File: src/rtl/vga_timing_gen.sv
// VGA/VESA timing generator: free-running h/v counters, sync/active decodes,
// scaled framebuffer address and a delay line matching framebuffer read latency.
module vga_timing_gen #(
  parameter int H_ACTIVE    = 1024,
  parameter int H_FPORCH    = 24,
  parameter int H_PULSE     = 136,
  parameter int H_BPORCH    = 160,
  parameter int V_ACTIVE    = 768,
  parameter int V_FPORCH    = 3,
  parameter int V_PULSE     = 6,
  parameter int V_BPORCH    = 29,
  parameter bit H_POL       = 1'b0,
  parameter bit V_POL       = 1'b0,
  parameter int SCALE_SHIFT = 2,
  parameter int FB_AW       = 16,
  parameter int PIPE        = 1,
  parameter int CW          = 13
) (
  input  logic             clk,
  input  logic             resetn,
  input  logic             en,
  output logic [CW-1:0]    h,
  output logic [CW-1:0]    v,
  output logic             hsync,
  output logic             vsync,
  output logic             active,
  output logic             line_start,
  output logic             frame_start,
  output logic [FB_AW-1:0] fb_addr,
  output logic             hsync_d,
  output logic             vsync_d,
  output logic             active_d
);

  localparam int H_TOTAL = H_ACTIVE + H_FPORCH + H_PULSE + H_BPORCH;
  localparam int V_TOTAL = V_ACTIVE + V_FPORCH + V_PULSE + V_BPORCH;

  localparam logic [CW-1:0] H_MAX  = CW'(H_TOTAL - 1);
  localparam logic [CW-1:0] V_MAX  = CW'(V_TOTAL - 1);
  localparam logic [CW-1:0] H_ACT  = CW'(H_ACTIVE);
  localparam logic [CW-1:0] V_ACT  = CW'(V_ACTIVE);
  localparam logic [CW-1:0] HS_BEG = CW'(H_ACTIVE + H_FPORCH);
  localparam logic [CW-1:0] HS_END = CW'(H_ACTIVE + H_FPORCH + H_PULSE);
  localparam logic [CW-1:0] VS_BEG = CW'(V_ACTIVE + V_FPORCH);
  localparam logic [CW-1:0] VS_END = CW'(V_ACTIVE + V_FPORCH + V_PULSE);

  localparam logic [CW-1:0]    SUB_MASK = CW'((1 << SCALE_SHIFT) - 1);
  localparam logic [FB_AW-1:0] ROW_W    = FB_AW'(H_ACTIVE >> SCALE_SHIFT);

  localparam longint FB_WORDS = longint'(H_ACTIVE >> SCALE_SHIFT) * longint'(V_ACTIVE >> SCALE_SHIFT);

  generate
    if (FB_WORDS > (longint'(1) << FB_AW)) begin : g_err_fb
      $fatal(1, "vga_timing_gen: scaled framebuffer does not fit in FB_AW address bits");
    end
    if (H_TOTAL >= (1 << CW) || V_TOTAL >= (1 << CW)) begin : g_err_cw
      $fatal(1, "vga_timing_gen: H_TOTAL/V_TOTAL do not fit in CW bits");
    end
    if (PIPE < 0 || PIPE > 4) begin : g_err_pipe
      $fatal(1, "vga_timing_gen: PIPE must be within 0..4");
    end
  endgenerate

  logic             h_wrap;
  logic [CW-1:0]    v_next;
  logic [FB_AW-1:0] row_base;
  logic [CW-1:0]    h_fb;

  assign h_wrap = (h == H_MAX);
  assign v_next = (v == V_MAX) ? '0 : v + CW'(1);

  // Row base tracks (v >> SCALE_SHIFT) * row width incrementally, avoiding a multiplier.
  always_ff @(posedge clk or negedge resetn) begin
    if (!resetn) begin
      h        <= H_MAX;
      v        <= V_MAX;
      row_base <= '0;
    end else if (en) begin
      // NOTE: sequential state uses non-blocking assignments so every register
      // samples pre-edge values regardless of statement order.
      if (h_wrap) begin
        h <= '0;
        v <= v_next;
        if (v_next == '0) begin
          row_base <= '0;
        end else if (v_next < V_ACT && (v_next & SUB_MASK) == '0) begin
          row_base <= row_base + ROW_W;
        end
      end else begin
        h <= h + CW'(1);
      end
    end
  end

  assign active      = (h < H_ACT) && (v < V_ACT);
  assign hsync       = (h >= HS_BEG && h < HS_END) ? H_POL : ~H_POL;
  assign vsync       = (v >= VS_BEG && v < VS_END) ? V_POL : ~V_POL;
  assign line_start  = (h == '0);
  assign frame_start = (h == '0) && (v == '0);

  assign h_fb    = h >> SCALE_SHIFT;
  assign fb_addr = active ? row_base + FB_AW'(h_fb) : '0;

  generate
    if (PIPE == 0) begin : g_nopipe
      assign hsync_d  = hsync;
      assign vsync_d  = vsync;
      assign active_d = active;
    end else begin : g_pipe
      localparam logic [2:0] IDLE = {~H_POL, ~V_POL, 1'b0};
      logic [2:0] dly [PIPE];

      // NOTE: the delay line is a handful of flops, not RAM, so it is reset to
      // keep the delayed syncs deasserted until real samples arrive.
      always_ff @(posedge clk or negedge resetn) begin
        if (!resetn) begin
          for (int i = 0; i < PIPE; i++) dly[i] <= IDLE;
        end else if (en) begin
          dly[0] <= {hsync, vsync, active};
          for (int i = 1; i < PIPE; i++) dly[i] <= dly[i-1];
        end
      end

      assign {hsync_d, vsync_d, active_d} = dly[PIPE-1];
    end
  endgenerate

endmodule

File: config.mk
export PLATFORM = sky130hd
export DESIGN_NAME = vga_timing_gen
export DESIGN_NICKNAME = d
export VERILOG_FILES = /design/src/rtl/vga_timing_gen.sv
export SDC_FILE = /design/constraint.sdc
export NUM_CORES = 1
export LEC_CHECK = 0
export ABC_AREA = 1
export BUFFER_PORTS_ARGS = -buffer_cell sky130_fd_sc_hd__buf_4
export CAP_MARGIN = 15
export CORE_MARGIN = 1.5
export CORE_UTILIZATION = 50
export CTS_BUF_LIST = sky130_fd_sc_hd__clkbuf_16
export CTS_CLUSTER_SIZE = 30
export DETAILED_ROUTE_END_ITERATION = 8
export PLACE_DENSITY_LB_ADDON = 0.2
export SLEW_MARGIN = 20
export SYNTH_ARGS = -nofsm -noshare
export SYNTH_HDL_FRONTEND = slang
export SYNTH_SLANG_ARGS = --single-unit
File: constraint.sdc
create_clock -name clk -period 2.8 [get_ports clk]
set_input_delay 0.28 -clock clk [delete_from_list [all_inputs] [get_ports clk]]
set_output_delay 0.28 -clock clk [all_outputs]
set_load 0.05 [all_outputs]
==> summary.md <==
| Metric | Value |
|---|---|
| Most frequent cells in the layout | `nand2_1 (82), buf_4 (52), inv_1 (51), nand3_1 (33), nor2_1 (29)` |
| Worst setup path endpoint | `fb_addr[15]` |
| Layout Skew | `between 0.005 and 0.006 ns` |
| Minimum clock period | `approximately 2.6 ns` |
| Total power | `around 1.8 mW` |
| Ys flop type | `dfrtp_1` |
| Routed vias | `2667` |
| Async S/R FF share, synth | `between 90% and 100%` |
| Clock slew at reported path FFs | `roughly 0.060 ns` |
| Max Fclk | `383 MHz` |
| H-tree Lvls | `2` |
| Sw Ratio | `just under 40%` |
| Element type at the critical path end | `output port` |
| First-pass GRT wire length | `around 11000 um` |
| WP data arrival | `between 2 and 2.5 ns` |
| Cell Pwr Density | `around 550 nW/um2` |
| Leakage | `about 1.6 nW` |
| Post-synth EDFFs | `0` |
| Worst Hold Class | `in -> reg` |
| Int Pwr | `1.11 mW` |
| Syn Nets | `approximately 400` |
| Number of buffers created by CTS | `5` |
| Total wire length | `between 6000 and 7000 um` |
| Final nets | `about 440` |
| Dpl hpwl | `between 5000 and 6000 um` |
| Root buf cell | `clkbuf_16` |
| Mapped Cells | `about 380` |
| Ports | `53` |
| Vias in the first global route | `around 2500` |
| Area Overhead vs Synth | `24.0%` |
| Die height | `76.6 um` |
| VDD IR max | `around 0.59 mV` |
| IO Port Bufs | `52` |
| Sink Count | `37` |
| Setup crit start kind | `flop` |
| GRT Resource Usage Total | `between 20% and 30%` |
| Sequential element share of the synthesized area | `between 30% and 40%` |
| Crit-path max FO | `6` |
| Relative slew margins | `approximately 63%` |
| RSZ-0062 raised after global routing | `false` |
| Status | `completed` |
| Cell Area, Placed | `approximately 3200 um2` |
| Least-Margin Pin Slew | `roughly 0.56 ns` |
| Avg WL per Cell | `13.4 um` |
| Net Sw Power | `about 0.73 mW` |
| Starting density of the core | `a little over half` |
| Final Hold Fails | `0` |
| # rows | `26` |
| Most common cell after layout, fill and taps aside | `nand2_1` |
| N_diodes | `0` |
| Kind of critical path | `reg -> out` |
| Crit path from | `h[11]` |
| Logic pwr share | `32.3%` |
| CTS tree | `yes` |
| Worst skew pair latency | `~0.28 ns` |
| Design area | `roughly 3400 um2` |
| Via-per-instance ratio | `about 5.3` |
| Final period util | `slightly above 90%` |
| Setup Buffers After CTS | `0` |
| Initial antenna violation count | `0` |
| Synth warn | `0` |
| Die Footprint | `between 5000 and 6000 um2` |
| Clock power share | `28.5%` |
| Syn avg cell area | `~7.2 um2` |
| Reg-to-Reg Start | `v[0]` |
| Core area | `around 5200 um2` |
| DRC viols | `0` |
| Post-synth cell types | `43` |
| Max Buffers Root-to-Sink | `2` |
| Iter 0 DRT Violations | `roughly 130` |
| Placer Congestion | `between 0.9 and 1` |
| Reg-to-Reg End | `row_base[15]` |
| Routed Antenna Nets | `0` |
| Max_cap viols | `0` |
| GRT overflow | `0` |
| Hold slack | `0.263 ns` |
| Final Setup Violations | `0` |
| Mapped cell area | `2710 um2` |
| Largest net degree at the start of global routing | `38` |
| Slew Viols, Final | `0` |
| Req. time, crit path | `~2.5 ns` |
| Die width | `~77 um` |
| Yosys reg bits | `37` |
| Layout cells sized above 1 | `about 30%` |
| Seq pwr share | `between 30% and 40%` |
| Total negative slack | `0 ns` |
| R2R depth | `12` |
| First drt pass iteration count | `4` |
| R2R Setup Slk | `between 0.5 and 0.6 ns` |
-- power groups by stage --
stage	Clock [mW]	Combinational, mW	Sequential [mW]
2_1_floorplan	0	0.202	0.944
3_3_place_gp	0	0.586	0.721
3_5_place_dp	0	0.594	0.727
4_1_cts	0.536	0.597	0.717
5_1_grt	0.561	0.633	0.726
6_report	0.524	0.594	0.719
-- through the flow --
step / util [%] / std cells / setup WS (ns)
after floorplan: - / 377 / 0.00771
after global placement: 62.0 / 494 / 0.522
after detailed placement: 62.0 / 494 / 0.438
after CTS: 64.9 / 503 / 0.135
after global routing: 64.9 / 503 / 0.0316
final: 64.9 / 503 / 0.187
-- routing by layer --
metal / share of wire (%) / GRT usage, % / routed length, um / up-vias
met1: 46 / 30.6 / 3110 / 1270
met2: 48 / 41.7 / 3250 / 65
met4: 1.6 / 7.22 / 111 / 0
li1: - / - / - / 1322
met3: 4.3 / 4.31 / 290 / 10
met5: 0 / 0 / 0 / -
-- worst min path at each step --
stage               startpoint       endpoint  slack, ns  depth (start not counted)
CTS                         en           h[0]       0.26                          2
global route                en           h[1]       0.26                          2
detailed placement      resetn  g_pipe.dly[0]       0.28                          1
finish                      en           h[1]       0.26                          2
global placement        resetn  g_pipe.dly[0]       0.28                          1
floorplan               resetn  g_pipe.dly[0]      -0.02                          0
-- sequential cells by signal, summed over array words and instances (netlist names) --
signal / cells
v: 13
h: 13
row_base: 8
g_pipe.dly: 3
-- cell type report --
class | instances | area [um2]
repair buffers | 53 | 400
inverters | 59 | 224
well taps | 70 | 87.6
fillers | 478 | 1810
multi-input cells | 276 | 1570
clock inverters | 3 | 11.3
clock buffers | 5 | 125
flip-flops and latches | 37 | 945
-- cells by family after synthesis --
family | count (synthesis) | share of synthesized area, %
and+or+nand+nor | 212 | 39.5
buffers and inverters | 64 | 9.15
AOI/OAI and AO/OA | 46 | 9.38
DFF | 37 | 34.9
xor gates and xnor gates | 9 | 2.91
adders and majority gates | 9 | 4.16
-- synth_stat cells (2+ instances only) --
library cell	count	area (um2)
clkbuf_1	2	7.51
nor4_1	4	25.0
nor2_2	9	56.3
ha_1	9	113
nor2_1	39	146
nand2_1	82	308
nor3_1	4	20.0
nand4_1	12	75.1
nand3_2	4	40.0
xor2_1	9	78.8
o21ai_1	4	20.0
o21ai_0	21	105
nor2_4	5	56.3
nand3_1	33	165
or2_2	3	18.8
nand2_2	7	43.8
dfrtp_1	22	551
inv_1	49	184
dfstp_2	15	394
a21oi_1	13	65.1
inv_2	9	33.8
-- what timing repair did --
action                                  CTS  global route
hold endpoints to repair                 22             0
hold buffers                              1             0
gates resized for setup                   0             2
endpoints found under the setup margin    0             1
-- worst max-delay path, stage by stage, from the launching register on --
cell     delay [ns]
dfrtp_1        0.44
ha_1           0.33
nand2_1        0.07
inv_1          0.04
or2_2          0.30
a21o_1         0.18
nand2_1        0.08
inv_1          0.07
nand2_1        0.10
nor2_2         0.06
o21ai_1        0.14
a21oi_2        0.04
buf_4          0.19
(Power assumes the default switching activity.)
